==> src/rtl/hamming_decoder.sv <==
// Extended Hamming (16,11) SECDED decoder: takes the codeword as two bytes, then delivers corrected data and status.
// Optional error statistics counters are built when DECODER_STATS_EN is defined.
module hamming_decoder (
  input  logic        Clk,
  input  logic        Reset_n,
  input  logic [7:0]  in_byte,
  input  logic        in_valid,
  output logic        in_ready,
  output logic [10:0] out_data,
  output logic [1:0]  out_status,
  output logic        out_valid,
  input  logic        out_ready,
  output logic [7:0]  corr_cnt,
  output logic [7:0]  dbl_cnt
);

  localparam logic [1:0] GET_LO = 2'd0;
  localparam logic [1:0] GET_HI = 2'd1;
  localparam logic [1:0] CALC   = 2'd2;
  localparam logic [1:0] SEND   = 2'd3;

  localparam logic [1:0] ST_CLEAN = 2'b00;
  localparam logic [1:0] ST_CORR  = 2'b01;
  localparam logic [1:0] ST_DBL   = 2'b10;

  logic [1:0]  state_q, state_d;
  logic [7:0]  lsw_q, msw_q;
  logic [10:0] data_q, data_d;
  logic [1:0]  status_q, status_d;
  logic [15:0] word;
  logic [3:0]  syn;
  logic        pe;
  logic        xfer, deliver;

  // Gated by reset so the block never advertises readiness while held in reset.
  assign in_ready  = Reset_n && (state_q == GET_LO || state_q == GET_HI);
  assign xfer      = in_valid && in_ready;
  assign out_valid = (state_q == SEND);
  assign deliver   = out_valid && out_ready;
  assign out_data   = data_q;
  assign out_status = status_q;
  assign word = {msw_q, lsw_q};

  always_comb begin
    state_d = state_q;
    case (state_q)
      GET_LO:  if (xfer) state_d = GET_HI;
      GET_HI:  if (xfer) state_d = CALC;
      CALC:    state_d = SEND;
      SEND:    if (out_ready) state_d = GET_LO;
      default: state_d = GET_LO;
    endcase
  end

  // Syndrome bit n is the parity of every position whose index has bit n set.
  always_comb begin
    syn = '0;
    for (int k = 0; k < 16; k++)
      for (int n = 0; n < 4; n++)
        if (k[n]) syn[n] = syn[n] ^ word[k];
    pe = ^word;
  end

  // Data bits sit at the non-power-of-two positions; each is flipped if it is the located error.
  always_comb begin
    int j;
    status_d = status_q;
    data_d   = data_q;
    j = 0;
    if (state_q == CALC) begin
      if (pe)
        status_d = ST_CORR;
      else if (syn != 4'd0)
        status_d = ST_DBL;
      else
        status_d = ST_CLEAN;
      for (int k = 3; k < 16; k++) begin
        if ((k & (k - 1)) != 0) begin
          data_d[j] = word[k] ^ (pe && (syn == k[3:0]));
          j = j + 1;
        end
      end
    end
  end

  always_ff @(posedge Clk or negedge Reset_n) begin
    if (!Reset_n) begin
      state_q  <= GET_LO;
      lsw_q    <= '0;
      msw_q    <= '0;
      data_q   <= '0;
      status_q <= ST_CLEAN;
    end else begin
      state_q  <= state_d;
      data_q   <= data_d;
      status_q <= status_d;
      if (xfer && state_q == GET_LO) lsw_q <= in_byte;
      if (xfer && state_q == GET_HI) msw_q <= in_byte;
    end
  end

`ifdef DECODER_STATS_EN
  logic [7:0] corr_q, dbl_q;

  // Counted at the consumer handshake so each delivered result is counted once.
  always_ff @(posedge Clk or negedge Reset_n) begin
    if (!Reset_n) begin
      corr_q <= '0;
      dbl_q  <= '0;
    end else if (deliver) begin
      if (status_q == ST_CORR && corr_q != 8'hFF) corr_q <= corr_q + 8'd1;
      if (status_q == ST_DBL  && dbl_q  != 8'hFF) dbl_q  <= dbl_q + 8'd1;
    end
  end

  assign corr_cnt = corr_q;
  assign dbl_cnt  = dbl_q;
`else
  logic unused_deliver;
  assign unused_deliver = deliver;
  assign corr_cnt = '0;
  assign dbl_cnt  = '0;
`endif

endmodule

==> config.mk <==
export PLATFORM = sky130hd
export DESIGN_NAME = hamming_decoder
export DESIGN_NICKNAME = d
export VERILOG_FILES = /design/src/rtl/hamming_decoder.sv
export SDC_FILE = /design/constraint.sdc
export NUM_CORES = 1
export LEC_CHECK = 0
export CAP_MARGIN = 5
export CORE_UTILIZATION = 52
export CTS_CLUSTER_DIAMETER = 40
export DETAILED_ROUTE_END_ITERATION = 12
export GPL_ROUTABILITY_DRIVEN = 0
export GPL_TIMING_DRIVEN = 0
export PLACE_DENSITY = 0.88
export REMOVE_ABC_BUFFERS = 1
export SLEW_MARGIN = 20
export SYNTH_ARGS = -nofsm -noshare
export SYNTH_HDL_FRONTEND = slang
export SYNTH_SLANG_ARGS = --single-unit
export TNS_END_PERCENT = 30
==> constraint.sdc <==
create_clock -name Clk -period 2.8 [get_ports Clk]
set_input_delay 0.56 -clock Clk [delete_from_list [all_inputs] [get_ports Clk]]
set_output_delay 0.56 -clock Clk [all_outputs]
set_load 0.05 [all_outputs]
== After elaboration in Yosys (flattened, before gate mapping) ==
Index checks and enable logic that the tools add are counted.

* Add/sub/neg operators: 9
* Order comparisons: 20
* Equality and inequality tests: 17
* Multiplexer cells: 56
* Bitwise logic cells: 39
* Reductions and logical operators: 30

{| class="wikitable"
|+ Operator list
! kind !! number
|-
| >= comparator 32 x 1 -> 1 bit, second input constant || 10
|-
| less-than comparator 32 x 6 -> 1 bit, second input constant || 10
|-
| 2-to-1 mux 32 bit || 10
|-
| adder 32 x 2 -> 32 bit, second input constant || 9
|-
| bitwise mux 11 bit || 10
|-
| 2-to-1 mux 11 bit || 9
|-
| demux 1 bit (select 4 bit) || 10
|-
| XOR 1 bit || 39
|-
| == test 4 bit, second input constant || 7
|-
| logical AND 1 bit || 25
|-
| XOR reduction 16 bit || 1
|-
| == test 4 x 3 -> 1 bit, second input constant || 3
|-
| 2-to-1 mux 1 bit || 11
|-
| 2-to-1 mux 2 bit || 5
|-
| one-hot mux 2 bit (4 select lines) || 1
|-
| == test 2 bit, second input constant || 2
|-
| == test 4 x 2 -> 1 bit, second input constant || 1
|-
| != test 2 bit, second input constant || 2
|-
| nonzero test 4 bit || 1
|-
| AND reduction 3 bit || 1
|-
| == test 2 x 1 -> 1 bit, second input constant || 1
|-
| zero test 2 bit || 1
|-
| != test 2 x 1 -> 1 bit, second input constant || 1
|-
| logical OR 1 bit || 1
|}

* Register bits: 31
* Input bits: 12
* Output and inout port bits: 31
* Logic and storage cells: 176

== Logic depth before layout (Yosys ltp) ==
Gate-level depths: netlist of the first run.

* Word-level depth: 30
* Gate-level depth with buffers: 7
* Depth with buffers taken out: 7

== Worst setup path before layout of the first run ==
OpenSTA, ideal clock, no wires.

* Kind: register to register
* Start: register lsw_q[6]
* End: register data_q[0] (netlist: out_data[0])
* Setup time: 0.132 ns
* Arrival time: 1.855 ns
* Data required time: 2.668 ns
* Setup slack: 0.813 ns
* Cell stages (with the launch flop): 7
* Path buffers: 1
* Clock period less this slack: 1.987 ns
* Path through: dfrtp_1 -> buf_6 -> xnor2_1 -> xor2_1 -> nor4_2 -> o2111ai_1 -> or3b_1

* Cells in the longest elaborated chain, start to end: 29
* Elaborated cells on any way between the ends: 66
* Those cells by class: eq/ne (11); mux (20); bitwise (23); reduce/logical (12)

{| class="wikitable"
|+ RTL lines
! element !! line !! text
|-
| start: declaration || 27 || <nowiki>logic [7:0] lsw_q, msw_q;</nowiki>
|-
| start signal: assignment || 97 || <nowiki>if (xfer && state_q == GET_LO) lsw_q <= in_byte;</nowiki>
|-
| XOR 1 bit (6 in a row) || 60 || <nowiki>if (k[n]) syn[n] = syn[n] ^ word[k];</nowiki>
|-
| == test 4 x 2 -> 1 bit || 79 || <nowiki>data_d[j] = word[k] ^ (pe && (syn == k[3:0]));</nowiki>
|-
| logical AND 1 bit || 79 ||
|-
| XOR 1 bit || 79 ||
|-
| 2-to-1 mux 1 bit || 70 || <nowiki>if (state_q == CALC) begin</nowiki>
|-
| bitwise mux 11 bit || 79 ||
|-
| 2-to-1 mux 11 bit || 70 ||
|-
| bitwise mux 11 bit || 79 ||
|-
| [8 not listed] || -- ||
|-
| 2-to-1 mux 11 bit || 70 ||
|-
| bitwise mux 11 bit || 79 ||
|-
| 2-to-1 mux 11 bit || 70 ||
|-
| bitwise mux 11 bit || 79 ||
|-
| 2-to-1 mux 11 bit || 70 ||
|-
| bitwise mux 11 bit || 79 ||
|-
| 2-to-1 mux 11 bit || 70 ||
|-
| bitwise mux 11 bit * || 79 ||
|-
| end signal: assignment || 95 || <nowiki>data_q <= data_d;</nowiki>
|-
| end: declaration || 28 || <nowiki>logic [10:0] data_q, data_d;</nowiki>
|}

Mark *: on every way between the ends. The rest lies on a longest branch, timed or not. The select of a mux whose other input is x is not followed.
A chain may end at the register's enable or synchronous reset.

== Worst setup path in the final report of the first run ==
* Start: register state_q[0]
* End: output port in_ready

* Cells in the longest elaborated chain, start to end: 3
* Elaborated cells on any way between the ends: 4
* Those cells by class: eq/ne (1); reduce/logical (3)

{| class="wikitable"
|+ RTL lines
! element !! line !! text
|-
| start: declaration || 26 || <nowiki>logic [1:0] state_q, state_d;</nowiki>
|-
| start signal: assignment || 94 || <nowiki>state_q <= state_d;</nowiki>
|-
| == test 2 x 1 -> 1 bit / zero test 2 bit (equally long branches) || 36 || <nowiki>assign in_ready = Reset_n && (state_q == GET_LO || state_q == GET_HI);</nowiki>
|-
| logical OR 1 bit * || 36 ||
|-
| logical AND 1 bit * || 36 ||
|-
| end: declaration || 8 || <nowiki>output logic in_ready,</nowiki>
|}

Mark *: on every way between the ends. The rest lies on a longest branch, timed or not.

==> results of run 1 <==
==> per-stage QoR <==
stage,hold slack [ns],std cells,setup TNS (ns)
global placement,0.467,277,-9.48
CTS,0.356,285,0
floorplan,0.264,201,0
finish,0.239,285,0
detailed placement,0.485,277,0
global route,0.284,285,0
==> what timing repair did <==
item                       in CTS  in global routing
setup endpoints to repair       0                  2
buffers inserted                0                  0
resized for setup               0                  2
hold buffers                    0                  0
==> cells by family after synthesis <==
kind of cell / after synthesis / share of synthesized area
muxes: 17 / 0.0887
adders and majority gates: 5 / 0.0290
and+or+nand+nor: 54 / 0.137
DFF: 31 / 0.359
xor gates and xnor gates: 33 / 0.158
buffers and inverters: 29 / 0.0829
AOI/OAI and AO/OA: 40 / 0.143
other: 1 / 0.00174
==> synthesized netlist by cell type <==
library cell,number
xnor2_1,21
o31ai_1,1
o32ai_1,1
buf_2,2
xor2_2,3
nor4_1,6
a21oi_1,4
buf_6,1
clkbuf_1,5
dfrtp_1,31
nand3_1,13
conb_1,1
ha_1,5
xnor2_2,2
nor4_2,2
a211oi_1,1
o211ai_1,10
inv_1,5
o2111ai_1,11
nand2_1,5
nor2b_1,10
mux2_2,17
or3b_1,1
a41oi_1,9
nand4_1,6
xnor3_1,1
nor2_1,11
buf_4,16
o21ai_0,3
xor2_1,6
==> final cells by class <==
cell class / instances / area (um^2)
repair buffers: 26 / 258
clock inverters: 2 / 35.0
inverters: 5 / 18.8
fillers: 340 / 1490
clock buffers: 6 / 82.6
multi-input cells: 165 / 1280
flip-flops and latches: 31 / 776
well taps: 50 / 62.6
==> sequential cells by signal (all words and copies together), names as in the netlist <==
name        flops
lsw_q           8
msw_q           8
out_data       11
out_status      2
state_q         2
==> path summary, 6_finish.rpt <==
kind / to / slack [ns]
worst max-delay path: in_ready / 0.26
worst min-delay path: out_data[0]$_DFFE_PN0P_ / 0.24
worst max register to register: out_data[0]$_DFFE_PN0P_ / 0.37
worst min register to register: out_status[1]$_DFFE_PN0P_ / 0.49
max in group asynchronous: out_data[9]$_DFFE_PN0P_ / 2.24
min in group Clk: out_status[1]$_DFFE_PN0P_ / 0.49
==> per-layer routing <==
metal | share of wire | track usage | wire, um | up-vias
met1 | 0.42 | 0.291 | 1910 | 853
li1 | - | - | - | 789
met2 | 0.50 | 0.380 | 2270 | 78
met4 | 0.021 | 0.122 | 95 | 0
met5 | 0 | 0 | 0 | -
met3 | 0.057 | 0.0466 | 259 | 10
==> results.json, run 1 <==
{
  "routedWlPerCell_um": 15.9,
  "viasPerCell": 6.07,
  "report.final.setup_viol": 0,
  "hold_path.class": "input pin to async pin",
  "diodes": 0,
  "slowest_stage": "clkdlybuf4s50_1",
  "yosysWarnings": 0,
  "seq_area_frac_synth": 0.359,
  "ios": 43,
  "cts_tree": "yes",
  "synthToLayoutAreaGrowth_pct": 16.3,
  "hpwl_um": 3030,
  "crit_cells": 5,
  "fmax_mhz": 393,
  "start_util": 0.540,
  "dpl_cell_area_um2": 2370,
  "fin_crit_sh": 0.908,
  "fin_crit_ns": 2.54,
  "dr.pass1.iters": 4,
  "fp.dieH_um": 66.4,
  "drc": 0,
  "antenna_found_initial": 0,
  "antenna_left": 0,
  "slew_headroom": 0.430,
  "fin_skew_ns": 0.00475,
  "fin_nets": 251,
  "drt_iter0_drc": 173,
  "grt_pass1_wl_um": 7710,
  "startpoint": "state_q[0]$_DFFE_PN0P_",
  "yosysUniqueCellTypes": 30,
  "cts_made_buffers": 5,
  "grt-ovfl-total": 0,
  "clk_path_buf_depth": 2,
  "stdcell_area_um2": 2510,
  "outcome": "finished clean",
  "synth-seq-cells": 31,
  "row_count": 23,
  "clock-sinks": 31,
  "htreeDepth": 2,
  "clk_pin_slew_ns": 0.06,
  "avgSynthCellArea_um2": 10.3,
  "worst_slack_ns": 0.257,
  "r2r_start": "lsw_q[7]$_DFFE_PN0P_",
  "preCtsSetupSlack_ns": 0.0403,
  "crit_type": "register to primary output",
  "layout_common_cells": "31 x dfrtp_1, 25 x clkdlybuf4s50_1, 19 x xnor2_1, 17 x mux2_2, 16 x conb_1",
  "hold_viol_final": 0,
  "grt_use_total": 0.234,
  "mostFrequentLayoutCell": "dfrtp_1",
  "synth_top_area_share": 0.359,
  "slew_violations": 0,
  "maxCapViolCount": 0,
  "clk-insertion-delay-late_ns": 0.29,
  "worstPathCellList": "inv_1, ha_1, nor2_1, nor2b_1, clkdlybuf4s50_1",
  "grt_max_degree": 36,
  "critical-path-max-stage-delay_ns": 0.80,
  "crit_family": "buffers and inverters",
  "synth_cells": 210,
  "crit_path_start_kind": "register",
  "r2r.worst_path.cells": 5,
  "die-area_um2": 4410,
  "clockRootBuffer": "clkbuf_8",
  "synth_area_leader_cell": "dfrtp_1",
  "tightest_slew_ns": 0.852,
  "die_width_um": 66.4,
  "vias": 1730,
  "drive_above_1_share": 0.153,
  "io_buffers": 26,
  "synth.top_cells.by_area": "dfrtp_1 36%, mux2_2 8.9%, xnor2_1 8.5%, buf_4 5.6%, o2111ai_1 4.5%",
  "core_um2": 4000,
  "wirelength_um": 4530,
  "cp.arrival_ns": 1.98,
  "grt_pass1_vias": 1723,
  "worstPathMaxFanout": 4,
  "rsz0062_at_grt": "no",
  "syn_area_um2": 2160,
  "fin_util": 0.627,
  "path_buf_inv": 2,
  "crit_path_end_kind": "primary output",
  "cp.required_ns": 2.24
}
Power of run 1 is not shown: default switching activity piles up to over one toggle a cycle in this logic, so the estimate is an artifact.
==> run 2, diff against run 1 <==
CAP_MARGIN = not set   (was 5)
CELL_PAD_IN_SITES_DETAIL_PLACEMENT = 0   (was not set)
CELL_PAD_IN_SITES_GLOBAL_PLACEMENT = 2   (was not set)
CORE_UTILIZATION = 32   (was 52)
PLACE_DENSITY = 0.87   (was 0.88)
==> results.json, run 2 (synthesized netlist as in run 1, its figures left out) <==
{
  "io_buffers": 26,
  "clockRootBuffer": "clkbuf_8",
  "cts_tree": "yes",
  "viasPerCell": 5.34,
  "clk_path_buf_depth": 2,
  "maxCapViolCount": 0,
  "tightest_slew_ns": 0.871,
  "row_count": 29,
  "crit_path_end_kind": "primary output",
  "drc": 4,
  "stdcell_count": 313,
  "outcome": "complete, but fails checks",
  "die-area_um2": 7080,
  "fmax_mhz": 394,
  "die_width_um": 84.1,
  "antenna_left": 0,
  "worst_slack_ns": 0.264,
  "rsz0062_at_grt": "no",
  "worstPathCellList": "buf_2, buf_12, nor2b_1, clkdlybuf4s50_1",
  "cp.arrival_ns": 1.98,
  "fp.dieH_um": 84.1,
  "htreeDepth": 2,
  "placed_cells": 305,
  "fin_nets": 252,
  "clock-sinks": 31,
  "antenna_found_initial": 0,
  "clk_pin_slew_ns": 0.07,
  "layout_common_cells": "31 x dfrtp_1, 25 x clkdlybuf4s50_1, 19 x xnor2_1, 17 x mux2_2, 16 x conb_1",
  "vias": 1670,
  "crit_family": "buffers and inverters",
  "slowest_stage": "clkdlybuf4s50_1",
  "fin_crit_sh": 0.906,
  "core_um2": 6420,
  "preCtsSetupSlack_ns": 0.0515,
  "fin_skew_ns": 0.00675,
  "diodes": 0,
  "dr.pass1.iters": 8,
  "clk-insertion-delay-late_ns": 0.29,
  "start_util": 0.336,
  "ios": 43,
  "slew_violations": 0,
  "wirelength_um": 4790,
  "slew_headroom": 0.415,
  "mostFrequentLayoutCell": "dfrtp_1",
  "drt_iter0_drc": 132,
  "cp.required_ns": 2.24,
  "grt-ovfl-total": 0,
  "grt_pass1_vias": 1609,
  "crit_path_start_kind": "input pin",
  "grt_use_total": 0.145,
  "hold_path.class": "input pin to async pin",
  "grt_pass1_wl_um": 8230,
  "largest_reg_flops": 11,
  "cts_made_buffers": 5,
  "report.final.setup_viol": 0,
  "crit_type": "input pin to primary output",
  "routedWlPerCell_um": 15.3,
  "synthToLayoutAreaGrowth_pct": 19.4,
  "hold_viol_final": 0,
  "worstPathMaxFanout": 27,
  "hpwl_um": 3350,
  "drive_above_1_share": 0.153,
  "critical-path-max-stage-delay_ns": 0.80,
  "violations": "design-rule violations",
  "fin_crit_ns": 2.54,
  "path_buf_inv": 3,
  "grt_max_degree": 35
}
## run 2: what timing repair did
item                                    CTS  global route
resized for setup                         0             1
endpoints found under the hold margin     0             0
setup buffers                             0             0
endpoints found under the setup margin    0             1
hold buffers                              0             0
## run 2: path summary, 6_finish.rpt
check / startpoint / endpoint / slack [ns] / depth (start not counted)
hold / removal: Reset_n / out_data[2]$_DFFE_PN0P_ / 0.12 / 1
max in group asynchronous: Reset_n / lsw_q[0]$_DFFE_PN0P_ / 2.27 / 2
setup / recovery: Reset_n / in_ready / 0.26 / 4
hold reg to reg: out_status[1]$_DFFE_PN0P_ / out_status[1]$_DFFE_PN0P_ / 0.48 / 2
setup reg to reg: lsw_q[6]$_DFFE_PN0P_ / out_data[9]$_DFFE_PN0P_ / 0.36 / 5
min in group Clk: out_status[1]$_DFFE_PN0P_ / out_status[1]$_DFFE_PN0P_ / 0.48 / 2
## run 2: cell type report
class                   instances  area (um^2)
clock buffers                   6         72.6
clock inverters                 2         60.1
fillers                       642         3850
inverters                       5         18.8
multi-input cells             165         1280
flip-flops and latches         31          776
well taps                      77         96.3
repair buffers                 27          275
## run 2: worst reg2reg max path, cell delays in order (launching register included)
cell and delay [ns]:
dfrtp_1 0.47, xnor2_1 0.35, xor2_1 0.66, nand4_1 0.41, a41oi_1 0.32, nand3_1 0.11
## run 2: metal layers
metal,vias up,part of all wire,track usage
li1,802,-,-
met1,822,0.48,0.205
met2,41,0.46,0.223
met3,5,0.053,0.0307
met4,0,0.0088,0.0423
met5,-,0,0
## run 2: stage by stage
stage               hold WS, ns  TNS [ns]   util  cell area (um^2)
global placement          0.470    -11.53  0.375              2410
detailed placement        0.442         0  0.378              2430
finish                    0.122         0  0.401              2580
floorplan                 0.264         0      -              2050
CTS                       0.130         0  0.399              2560
global route              0.133         0  0.401              2580
Power of run 2 is left out for the same reason.
